**src/rtl/dvp_camera_emulator.sv**
```systemverilog
// Synthetic OV7670-style DVP source: PCLK at clk/2, VSYNC/HREF framing and
// RGB565 test patterns sent high byte first, for looping into camera_read.
module dvp_camera_emulator #(
    parameter int H_ACTIVE = 640,
    parameter int H_BLANK  = 288,
    parameter int V_ACTIVE = 480,
    parameter int VS_LINES = 3,
    parameter int V_BACK   = 17,
    parameter int V_FRONT  = 10
) (
    input  logic       clk,
    input  logic       reset,
    input  logic       en,
    input  logic [1:0] mode,
    output logic       pclk,
    output logic       vsync,
    output logic       href,
    output logic [7:0] data,
    output logic [7:0] frame_count,
    output logic       busy
);

    localparam int LB        = 2 * H_ACTIVE + H_BLANK;
    localparam int FL        = VS_LINES + V_BACK + V_ACTIVE + V_FRONT;
    localparam int HW        = $clog2(LB);
    localparam int VW        = $clog2(FL);
    localparam int V_FIRST   = VS_LINES + V_BACK;
    localparam int V_LAST    = V_FIRST + V_ACTIVE;
    localparam int BAR_BYTES = H_ACTIVE / 4;
    localparam int BW        = (BAR_BYTES > 1) ? $clog2(BAR_BYTES) : 1;

    typedef enum logic {S_IDLE, S_FRAME} state_e;

    state_e          state_q, state_d;
    logic            pclk_q;
    logic [HW-1:0]   hcnt_q, hcnt_d;
    logic [VW-1:0]   vcnt_q, vcnt_d;
    logic [1:0]      mode_q, mode_d;
    logic [7:0]      fbase_q, fbase_d;
    logic [7:0]      fc_q, fc_d;
    logic [2:0]      bar_q, bar_d;
    logic [BW-1:0]   sub_q, sub_d;
    logic            vsync_q, vsync_d;
    logic            href_q, href_d;
    logic [7:0]      data_q, data_d;

    logic            adv;
    logic            start;
    logic            in_frame;
    logic            active;
    logic            href_n;
    logic [15:0]     x, y, pix;

    // The edge on which pclk falls is the only edge that moves the raster.
    assign adv = pclk_q;

    function automatic logic [15:0] bar_colour(input logic [2:0] idx);
        case (idx)
            3'd0:    return 16'hFFFF;
            3'd1:    return 16'hFFE0;
            3'd2:    return 16'h07FF;
            3'd3:    return 16'h07E0;
            3'd4:    return 16'hF81F;
            3'd5:    return 16'hF800;
            3'd6:    return 16'h001F;
            default: return 16'h0000;
        endcase
    endfunction

    always_comb begin
        state_d = state_q;
        hcnt_d  = hcnt_q;
        vcnt_d  = vcnt_q;
        mode_d  = mode_q;
        fbase_d = fbase_q;
        fc_d    = fc_q;
        bar_d   = bar_q;
        sub_d   = sub_q;
        vsync_d = vsync_q;
        href_d  = href_q;
        data_d  = data_q;
        start   = 1'b0;

        if (adv) begin
            case (state_q)
                S_IDLE: start = en;
                S_FRAME: begin
                    if (hcnt_q == HW'(LB - 1)) begin
                        hcnt_d = '0;
                        if (vcnt_q == VW'(FL - 1)) begin
                            fc_d = fc_q + 8'd1;
                            if (en) start = 1'b1;
                            else    state_d = S_IDLE;
                        end else begin
                            vcnt_d = vcnt_q + VW'(1);
                        end
                    end else begin
                        hcnt_d = hcnt_q + HW'(1);
                    end
                end
                default: state_d = S_IDLE;
            endcase
        end

        if (start) begin
            state_d = S_FRAME;
            hcnt_d  = '0;
            vcnt_d  = '0;
            mode_d  = mode;
            fbase_d = fc_d;
        end

        // Bar index tracks hcnt incrementally: one bar every BAR_BYTES bytes.
        if (hcnt_d == '0) begin
            bar_d = '0;
            sub_d = '0;
        end else if (adv) begin
            if (sub_q == BW'(BAR_BYTES - 1)) begin
                sub_d = '0;
                bar_d = bar_q + 3'd1;
            end else begin
                sub_d = sub_q + BW'(1);
            end
        end

        in_frame = (state_d == S_FRAME);
        active   = in_frame && (vcnt_d >= VW'(V_FIRST)) && (vcnt_d < VW'(V_LAST));
        href_n   = active && (hcnt_d < HW'(2 * H_ACTIVE));
        x        = 16'(hcnt_d >> 1);
        y        = 16'(vcnt_d) - 16'(V_FIRST);

        case (mode_d)
            2'd0:    pix = bar_colour(bar_d);
            2'd1:    pix = {x[7:3], x[7:2], x[7:3]};
            2'd2:    pix = (x[3] ^ y[3]) ? 16'hFFFF : 16'h0000;
            default: pix = x + y + {fbase_d, 8'h00};
        endcase

        if (adv) begin
            vsync_d = in_frame && (vcnt_d < VW'(VS_LINES));
            href_d  = href_n;
            data_d  = !href_n ? 8'h00 : (hcnt_d[0] ? pix[7:0] : pix[15:8]);
        end
    end

    always_ff @(posedge clk or posedge reset) begin
        if (reset) begin
            state_q <= S_IDLE;
            pclk_q  <= 1'b0;
            hcnt_q  <= '0;
            vcnt_q  <= '0;
            mode_q  <= '0;
            fbase_q <= '0;
            fc_q    <= '0;
            bar_q   <= '0;
            sub_q   <= '0;
            vsync_q <= 1'b0;
            href_q  <= 1'b0;
            data_q  <= '0;
        end else begin
            state_q <= state_d;
            pclk_q  <= ~pclk_q;
            hcnt_q  <= hcnt_d;
            vcnt_q  <= vcnt_d;
            mode_q  <= mode_d;
            fbase_q <= fbase_d;
            fc_q    <= fc_d;
            bar_q   <= bar_d;
            sub_q   <= sub_d;
            vsync_q <= vsync_d;
            href_q  <= href_d;
            data_q  <= data_d;
        end
    end

    assign pclk        = pclk_q;
    assign vsync       = vsync_q;
    assign href        = href_q;
    assign data        = data_q;
    assign frame_count = fc_q;
    assign busy        = (state_q == S_FRAME);

endmodule

```
**config.mk**
```make
export PLATFORM = sky130hd
export DESIGN_NAME = dvp_camera_emulator
export DESIGN_NICKNAME = d
export VERILOG_FILES = /design/src/rtl/dvp_camera_emulator.sv
export SDC_FILE = /design/constraint.sdc
export NUM_CORES = 1
export LEC_CHECK = 0
export CAP_MARGIN = 40
export CORE_MARGIN = 2
export CORE_UTILIZATION = 55
export CTS_CLUSTER_DIAMETER = 30
export DETAILED_ROUTE_END_ITERATION = 6
export PLACE_DENSITY = 0.81
export SYNTH_ARGS = -nofsm -noshare
export SYNTH_HDL_FRONTEND = slang
export SYNTH_SLANG_ARGS = --single-unit
```
**constraint.sdc**
```tcl
create_clock -name clk -period 8 [get_ports clk]
set_clock_uncertainty 0.2 [all_clocks]
set_input_delay 1.6 -clock clk [delete_from_list [all_inputs] [get_ports clk]]
set_output_delay 1.6 -clock clk [all_outputs]
set_load 0.1 [all_outputs]
```
After elaboration in Yosys (flattened, before gate mapping):

Cells that the tools add are included.

* bits of input ports: 5
* register bits: 61
* logic and storage cells: 82

* $lt $le $gt $ge: 4
* mux-type cells: 36
* reduce and logical (&&, ||, !) cells: 8
* bitwise gates (word level): 3
* equality and inequality tests: 11
* add/sub/neg operators: 8

Operators with widths (count)
* 16-bit case mux with 7 select lines: 1
* 8-bit 2-to-1 mux: 10
* 16-bit case mux with 3 select lines: 1
* 9-bit 2-to-1 mux: 5
* 11-bit 2-to-1 mux: 4
* 16-bit adder: 1
* 8-bit by 1-bit adder with 8-bit output (second input constant): 2
* 16-bit 2-to-1 mux: 1
* 11-bit by 10-bit adder with 12-bit output: 1
* 11-bit by 1-bit adder with 11-bit output (second input constant): 1
* 11-bit equality test (second input constant): 1
* 11-bit logical NOT: 1
* 11-bit less-than comparator (second input constant): 1
* 9-bit by 5-bit subtractor with 10-bit output (second input constant): 1
* 9-bit by 1-bit adder with 9-bit output (second input constant): 1
* 3-bit equality test (second input constant): 3
* 9-bit equality test (second input constant): 1
* 9-bit by 5-bit >= comparator with 1-bit output (second input constant): 1
* 9-bit by 2-bit less-than comparator with 1-bit output (second input constant): 1
* 9-bit less-than comparator (second input constant): 1
* 1-bit 2-to-1 mux: 9
* 3-bit 2-to-1 mux: 3
* 8-bit equality test (second input constant): 1
* 3-bit by 2-bit equality test with 1-bit output (second input constant): 2
* 12 further kinds: 16

Longest topological paths before layout:

* word-level depth: 13
* mapped depth: 30
* depth with buffers taken out: 29

Worst setup path after synthesis:

Ideal clock, no wire load.

* path type: input-to-reg
* start: input en
* end: register data_q[7], in the netlist data[7]
* stages on the path: 24
* required time: 7.696 ns
* buffers on the path: 1
* path slack: 1.568 ns
* arrival: 6.128 ns
* setup time: 0.104 ns
* cell sequence: inv_1 > nor2_1 > and3_1 > or2_2 > buf_2 > or2_2 > ha_1 > xor2_1 > ha_1 > inv_1 > nor2_1 > a2111oi_0 > o31ai_1 > a21oi_1 > xnor2_1 > ha_1 > a21o_1 > a21oi_1 > o21ai_0 > o41ai_1 > xnor2_1 > xnor3_1 > nor3b_1 > o41ai_2

* word-level cells in the longest chain between the ends: 13

RTL lines
* start, declared: line 13 `input logic en,`
* branches (longest 12 deep; another with 16-bit adder)
* 8-bit 2-to-1 mux *: line 142 `data_d = !href_n ? 8'h00 : (hcnt_d[0] ? pix[7:0] : pix[15:8]);`
* end signal, assigned: line 172 `data_q <= data_d;`
* end, declared: line 45 `logic [7:0] data_q, data_d;`

Every way passes the cells marked *.
A chain may end at the register's enable or synchronous reset.

Final worst setup path:

Ends and elaborated chain as after synthesis.

==> flow_summary.toml <==
[status]
status = "completed"

[cts]
cts_buffers = 9
cts_tree = "done"
cts_sinks = 61
postCtsSetupBuffers = 0
root_buffer = "clkbuf_8"
h-tree-depth = 3
clk_pin_slew_ps = 60
hold_buffers = 0
cts_buffer_depth = 2
cts_resized = 0
clock_latency_ps = 350

[die]
pin_count = 25
rows = 32
die-area_mm2 = 0.008535
core_area_mm2 = 0.007647
die_w_um = 92.39
start_util = 0.5618
die_h_um = 92.39

[sta]
timing.final.crit_share = 0.9031
rsz0062_at_grt = "no"
worst_pin_slew_ps = 794.7
finalCriticalPeriod_ps = 7225
max_freq_mhz = 138.4
setup_violations = 0
drv_slew = 0
slew_headroom = 0.4653
hold_viol_final = 0
setup-tns-final_ps = 0

[placed_design]
globalplace.congestion = 0.8610
dp_hpwl_um = 7778
placedCellCount = 612
io_buffers = 24

[worst_setup_path]
worstPathArrival_ps = 7250
setup.worst_path.class = "in -> reg"
cp_max_fo = 20
required_ps = 8030
cp-start-kind = "primary input"
critPathCaptureType = "flop"
r2r_cells = 22

[detailed_routing]
drc = 0
via_per_inst = 6.126
drtIter0Drc = 332
dr.pass1.iters = 5
vias = 3847
postRouteAntennaNets = 0
routedWlPerCell_um = 16.73
wl_um = 10510

[logic_synthesis]
synth-edff-count = 0
synth_flop_cell = "dfrtp_1"
synth.top_cell.area_share = 0.3553
syn-num-nets = 514
yosysSeqAreaShare = 0.3553
syn_inst = 481
synthArstFlopShare = 1.000
synth_area_mm2 = 0.004297
avgSynthCellArea_um2 = 8.933
synth.yosys.warnings = 0
synth_top_area_cell = "dfrtp_1"
synthTopCellsByArea = "dfrtp_1, ha_1, xor2_1"
synth_cell_type_count = 61
ys_seq_elements = 61

[pwr]
peakVddDrop_mv = 0.1028
power_mw = 0.6146
leakagePower_nw = 2.311
powerDensity_mw_per_mm2 = 119.7

[job]
maxCapViolations = 0

[finish]
drive_above_1_share = 0.1141
area_growth_pct = 19.48
final_cells = 628
layout.nets = 554
num_antenna_cells = 0
final_common_cell = "dfrtp_1"
final_cell_mix = "dfrtp_1, nand2_1, nor2_1"

[global_route]
antenna_found_initial = 0
grt_pass1_vias = 3725
grt_use_total = 0.2601
grt_pass1_wl_um = 17710
grt_max_degree = 62
grt-ovfl-total = 0

[min_path]
hold_class = "reg -> reg"
min_path_cells = 1
==> cell families (layout without fill, tap and decap cells) <==
group | after synthesis | after routing | share of synthesized area
xor+xnor | 50 | 50 | 0.1051
mux | 10 | 10 | 0.02504
fa+ha+maj | 28 | 28 | 0.08503
compound gates | 107 | 107 | 0.1803
buf+inv | 48 | 93 | 0.04455
simple gates | 177 | 177 | 0.2047
flops | 61 | 61 | 0.3553
==> final cells by class <==
cell class | count | area [µm²]
clock buffer | 12 | 135.1
clock inverter | 4 | 72.57
fill | 595 | 2514
inverter | 28 | 105.1
multi-input combinational | 372 | 2585
sequential | 61 | 1526
tap | 102 | 127.6
timing repair buffer | 49 | 581.8
==> report_power, final <==
group	switching (mW)	internal (mW)
sequential	0	0.308
clock	0.121	0.175
combinational	0.00728	0.00231
==> path summary, 6_finish.rpt <==
check	from	endpoint	slack, ps
setup / recovery	en	data[7]	780
setup reg to reg	hcnt_q[0]	data[7]	1050
hold reg to reg	data[3]	data[3]	290
min in group asynchronous	reset	data[6]	1600
max in group asynchronous	reset	fbase_q[6]	5470
hold / removal	data[3]	data[3]	290
==> flip-flops by register name (all words and copies together), names as in the netlist <==
signal	flops
vsync	1
frame_count	8
data	8
busy	1
href	1
pclk	1
bar_q	3
mode_q	2
vcnt_q	9
hcnt_q	11
sub_q	8
fbase_q	8
==> stage by stage <==
stage | hold slack [ps] | util | cell area [µm²] | setup slack [ps]
after floorplan | 246.4 | - | 4297 | 1568
after global placement | 272.5 | 0.6024 | 4607 | 776.4
after detailed placement | 274.3 | 0.6441 | 4926 | 547.1
after CTS | 292.9 | 0.6713 | 5134 | 805.1
after global routing | 312.0 | 0.6713 | 5134 | 436.3
final | 285.7 | 0.6713 | 5134 | 775.4
==> critical path, cell delays in order <==
cell and delay [ps]:
clkdlybuf4s50_1 450, inv_1 90, nor2_1 60, and3_1 180, or2_2 460, or2_2 400
ha_1 250, xor2_1 170, ha_1 320, inv_1 80, nor2_1 60, a2111oi_0 550
o31ai_1 150, a21oi_1 230, o21bai_1 140, xor2_1 350, ha_1 350, nand2_1 80
o21ai_0 110, o41ai_1 360, xnor2_1 180, xnor3_1 220, nor3b_1 150, o41ai_2 240
==> layer usage <==
layer	vias up	share of wire	track usage
met5	-	0	0
met4	0	0.023	0.09701
li1	1796	-	-
met3	30	0.070	0.04557
met1	1861	0.41	0.3377
met2	160	0.50	0.4355
==> synthesized netlist by cell type (3+ instances only) <==
master      n
nand2_1    50
o2bb2ai_1   5
or4_1       3
mux2_2      5
inv_1      28
o21a_1      7
xor2_1     29
o21ai_0    17
and2_1      6
clkbuf_1   12
mux2i_1     4
o221ai_1    3
nand2b_1    3
dfrtp_1    61
buf_2       6
xnor2_1    20
o31ai_1     3
nand3_1    12
o32ai_1     4
o22ai_1     5
ha_1       26
a21oi_1    24
a21o_1      8
or3_1       4
nor4_1      7
a31oi_1     3
o21bai_1    5
or2_2       6
o41ai_1     4
nor3_1     12
nand4_1    12
nor2_1     48
Power figures use the tool's default switching activity.
